[src/rtl/frac_mod_sequencer.sv]
// First-order fractional-N sequencer: per divider output cycle, chooses /240 or /248
// from an accumulator carry, with a shadowed fractional word and optional LFSR dither.
module frac_mod_sequencer #(
    parameter int          ACC_W     = 16,
    parameter logic [14:0] LFSR_SEED = 15'h0001
) (
    input  logic             clk,
    input  logic             rst_n,
    input  logic             en,
    input  logic [ACC_W-1:0] frac_in,
    input  logic             frac_load,
    input  logic             dither_en,
    output logic             select_out,
    output logic             load_ack,
    output logic             load_pending,
    output logic [ACC_W-1:0] frac_active,
    output logic             running
);

    typedef enum logic {
        ST_IDLE = 1'b0,
        ST_RUN  = 1'b1
    } state_t;

    state_t           state_q;
    state_t           state_d;
    logic [ACC_W-1:0] acc_q;
    logic [ACC_W-1:0] acc_d;
    logic [ACC_W-1:0] shadow_q;
    logic [ACC_W-1:0] frac_q;
    logic             pending_q;
    logic             ack_q;
    logic             sel_q;
    logic [14:0]      lfsr_q;
    logic [14:0]      lfsr_d;
    logic [ACC_W:0]   sum;
    logic             seq_active;
    logic             dither_bit;
    logic             carry;
    logic             apply;

    // Load handshake: frac_load is a single-cycle request with no back-pressure; the
    // word waits in the shadow (load_pending=1) and load_ack pulses on the edge it goes live.
    always_comb begin
        state_d = state_q;
        case (state_q)
            ST_IDLE: if (en)  state_d = ST_RUN;
            ST_RUN:  if (!en) state_d = ST_IDLE;
            default:          state_d = ST_IDLE;
        endcase
    end

    always_comb begin
        seq_active = (state_q == ST_RUN) && en;
        dither_bit = seq_active && dither_en && lfsr_q[0];
        sum        = {1'b0, acc_q} + {1'b0, frac_q} + {{ACC_W{1'b0}}, dither_bit};
        carry      = seq_active && sum[ACC_W];
        // Swapping on a carry edge keeps a /248 period from being split between two words.
        apply      = pending_q && (!seq_active || carry || (frac_q == '0));
        acc_d      = seq_active ? sum[ACC_W-1:0] : '0;
        lfsr_d     = lfsr_q;
        if (seq_active && dither_en) begin
            lfsr_d = {lfsr_q[13:0], lfsr_q[14] ^ lfsr_q[13]};
        end
    end

    always_ff @(posedge clk) begin
        if (!rst_n) begin
            state_q   <= ST_IDLE;
            acc_q     <= '0;
            shadow_q  <= '0;
            frac_q    <= '0;
            pending_q <= 1'b0;
            ack_q     <= 1'b0;
            sel_q     <= 1'b1;
            lfsr_q    <= LFSR_SEED;
        end else begin
            state_q <= state_d;
            acc_q   <= acc_d;
            sel_q   <= ~carry;
            lfsr_q  <= lfsr_d;
            ack_q   <= apply;
            if (apply) begin
                frac_q <= shadow_q;
            end
            // A load coinciding with an apply lands in the shadow and stays pending.
            if (frac_load) begin
                shadow_q  <= frac_in;
                pending_q <= 1'b1;
            end else if (apply) begin
                pending_q <= 1'b0;
            end
        end
    end

    assign select_out   = sel_q;
    assign load_ack     = ack_q;
    assign load_pending = pending_q;
    assign frac_active  = frac_q;
    assign running      = (state_q == ST_RUN);

endmodule
[config.mk]
export PLATFORM = sky130hd
export DESIGN_NAME = frac_mod_sequencer
export DESIGN_NICKNAME = d
export VERILOG_FILES = /design/src/rtl/frac_mod_sequencer.sv
export SDC_FILE = /design/constraint.sdc
export NUM_CORES = 1
export LEC_CHECK = 0
export CORE_ASPECT_RATIO = 2
export CORE_MARGIN = 4
export CORE_UTILIZATION = 43
export CTS_CLUSTER_SIZE = 24
export DETAILED_ROUTE_END_ITERATION = 8
export PLACE_DENSITY = 0.62
export SLEW_MARGIN = 30
export SYNTH_ARGS = -nofsm -noshare
export SYNTH_HDL_FRONTEND = slang
export SYNTH_SLANG_ARGS = --single-unit
[constraint.sdc]
create_clock -name clk -period 3.6 [get_ports clk]
set_input_delay 0.72 -clock clk [delete_from_list [all_inputs] [get_ports clk]]
set_output_delay 0.72 -clock clk [all_outputs]
set_load 0.02 [all_outputs]
==> results.json <==
{
  "start_util_pct": 44.6,
  "cpMostUsedCell": "fa_1",
  "vias": 2618,
  "syn_nets": 392,
  "htree_levels": 3,
  "drive_above_1_share_pct": 16.0,
  "hold_buffers": 0,
  "hold_viol_final": 0,
  "dpl.cell_count": 476,
  "die_w_um": 69.9,
  "postSynthAreaPerCell_sq_um": 9.30,
  "n_fill_cell": 724,
  "cp_max_fo": 21,
  "synth-edff-count": 0,
  "cts_root_buf": "clkbuf_16",
  "max_stage_delay_ns": 0.41,
  "reg2reg_depth": 11,
  "synth_compound_area_share_pct": 19.5,
  "syn_area_sq_um": 3290,
  "synth_top_cell_by_area": "dfxtp_1",
  "place_congestion": 0.772,
  "routedWlPerCell_um": 15.0,
  "cts_tree": "yes",
  "fin_skew_ns": 0.00433,
  "drc": 0,
  "clk_latency_ns": 0.32,
  "grt_max_degree": 56,
  "num_antenna_cells": 0,
  "grt_pass1_vias": 2696,
  "grt_pass1_wl_mm": 12.5,
  "drt_first_pass_iters": 4,
  "ys_warn_count": 0,
  "synth_top_family_by_area": "simple AND/OR/NAND/NOR gates",
  "nets": 433,
  "placed_area_sq_um": 3790,
  "cts_buffer_depth": 2,
  "cts_buffers": 9,
  "fin_crit_ns": 3.32,
  "dp_hpwl_mm": 5.59,
  "overflow": 0,
  "power.density_nw_per_um2": 432,
  "rsz0062_at_grt": "no",
  "antenna_left": 0,
  "wirelength_mm": 7.39,
  "rr_endpoint": "frac_active[15]",
  "critPathLaunchType": "input pin",
  "synthCells": 354,
  "ir_drop_mv": 0.347,
  "dieArea_sq_um": 9200,
  "crit_path_cell_trace": "clkdlybuf4s50_1 -> and3_1 -> and2_1 -> fa_1 -> fa_1 -> a211oi_1 -> o21a_1 -> a21oi_2 -> o31a_4 -> buf_12 -> nand3_1 -> o21ai_2",
  "clkSinkCount": 67,
  "core-area_sq_um": 7380,
  "worst_pin_slew_ns": 0.583,
  "critPathSlowestCell": "clkdlybuf4s50_1",
  "ys_types": 45,
  "post_cts_buffers": 0,
  "yosys.area.top_type_share_pct": 40.7,
  "finalMaxSlewViolations": 0,
  "hp-start": "shadow_q[13]",
  "design_area_sq_um": 4090,
  "cts_resized": 0,
  "status": "complete, no violations",
  "synth-main-ff-cell": "dfxtp_1",
  "io_buffers": 40,
  "areaGrowthSynthToFinish_pct": 24.1,
  "finalSetupViolCount": 0,
  "hold_depth": 2,
  "relSlewSlack_pct": 60.2,
  "max_freq_mhz": 301,
  "ys_async_sr_fraction_pct": 0,
  "ioPinCount": 41,
  "max-cap-violations": 0,
  "die_h_um": 132,
  "finalCritPeriodShare_pct": 92.3,
  "track_usage_pct": 17.1,
  "crit_required_ns": 3.82,
  "synth-adder-area-share_pct": 6.92,
  "antenna_found_initial": 0,
  "drtIter0Drc": 104,
  "rows": 44,
  "ys_seq_area_share_pct": 40.7,
  "clk_pin_slew_ns": 0.06,
  "worstSetupPathType": "in -> reg",
  "ys_ff_latch": 67,
  "arrival_ns": 3.54,
  "synth_area_leaders": "dfxtp_1 41%, nand2_1 6.6%, ha_1 5.7%",
  "p_leak_nw": 1.58,
  "timing.rr.start": "running",
  "crit_path_end_kind": "flop",
  "r2r_slack_ns": 0.72,
  "synthMuxAreaShare_pct": 5.47,
  "yosys.area_share.simple_pct": 21.7,
  "avgViaCountPerCell": 5.32,
  "min-delay-path-class": "reg -> reg",
  "final_cells": 492,
  "whs_endpoint": "frac_active[13]",
  "synth_xor_area_share_pct": 2.13
}
-- cells in the final DEF, fill, tap and decap left out, types with 9 or more instances in the layout --
cell | Yosys | final
dfxtp_1 | 67 | 67
nand2_1 | 58 | 58
clkdlybuf4s50_1 | 0 | 38
nor2b_1 | 19 | 19
mux2i_1 | 18 | 18
a21oi_1 | 16 | 16
o21ai_2 | 16 | 16
ha_1 | 15 | 15
nand3_2 | 14 | 14
a21boi_0 | 13 | 13
nor2_1 | 11 | 11
clkbuf_16 | 0 | 9
-- routing by layer --
layer | vias to the layer above | part of all wire, % | global-route usage, % | wire [um]
met3 | 14 | 2.9 | 3.44 | 215
met4 | 0 | 3.1 | 9.59 | 227
met2 | 45 | 56 | 32.0 | 4120
met5 | - | 0 | 0 | 0
met1 | 1225 | 38 | 17.0 | 2830
li1 | 1334 | - | - | -
-- worst max-delay path by stage --
| stage | endpoint | cells past startpoint | start |
|---|---|---|---|
| 2_1_floorplan | frac_active[11] | 11 | dither_en |
| 3_3_place_gp | frac_active[15] | 12 | dither_en |
| 3_5_place_dp | frac_active[15] | 12 | dither_en |
| 4_1_cts | frac_active[15] | 12 | dither_en |
| 5_1_grt | frac_active[0] | 12 | dither_en |
| 6_report | frac_active[15] | 12 | dither_en |
-- sequential cells by signal, indices dropped and copies added (netlist names) --
| register | flops |
|---|---|
| acc_q | 16 |
| running | 1 |
| frac_active | 16 |
| shadow_q | 16 |
| load_ack | 1 |
| lfsr_q | 15 |
| select_out | 1 |
| load_pending | 1 |
-- logic make-up after synthesis --
kind of cell             after synthesis
AND/OR/NAND/NOR                      134
adder cells (fa/ha/maj)               17
multiplexers                          18
flip-flops                            67
XOR/XNOR                               8
buffers and inverters                 24
AO/OA/AOI/OAI                         86
-- synth_stat cells, drive strengths merged, types with 2 or more instances --
master / instances
mux2i: 18
buf: 10
o21a: 7
a31oi: 2
a21oi: 18
ha: 15
dfxtp: 67
xnor2: 4
inv: 5
o211ai: 3
nand3: 20
fa: 2
nor4: 5
xor2: 4
o21ai: 25
and2: 8
nor3: 4
nand4: 2
nor2: 11
clkbuf: 9
a21boi: 13
nand2: 58
and3: 3
nor2b: 19
a211oi: 4
a21o: 7
-- cell type report --
type | instances | area [sq um] | area share (%)
multi-input combinational | 263 | 1830 | 44.9
sequential | 67 | 1340 | 32.8
timing repair buffer | 49 | 483 | 11.8
clock buffer | 11 | 243 | 5.94
tap | 92 | 115 | 2.82
clock inverter | 5 | 52.6 | 1.29
inverter | 5 | 18.8 | 0.459
-- critical path, delay by kind of cell --
family / cells / cell delay, ns
AO/OA/AOI/OAI: 5 / 0.93
adder cells (fa/ha/maj): 2 / 0.82
buffers and inverters: 2 / 0.58
AND/OR/NAND/NOR: 3 / 0.48
-- power by group --
| group | switching, mW | internal, mW | total (mW) |
|---|---|---|---|
| clock network | 0.306 | 0.551 | 0.857 |
| logic | 0.0670 | 0.0660 | 0.133 |
| registers | 0.0166 | 0.761 | 0.777 |
-- through the flow --
step / power (mW) / hold slack (ns) / util, % / setup TNS (ns) / worst slack, ns
CTS: 1.80 / 0.460 / 55.4 / 0 / 0.277
detailed placement: 0.928 / 0.450 / 51.4 / -0.534 / -0.0615
global placement: 0.927 / 0.445 / 51.5 / -0.104 / -0.0305
floorplan: 0.872 / 0.436 / - / 0 / 0.439
finish: 1.77 / 0.457 / 55.4 / 0 / 0.277
global route: 1.84 / 0.475 / 55.4 / 0 / 0.171
No activity file was read; power rests on OpenSTA's default activity.
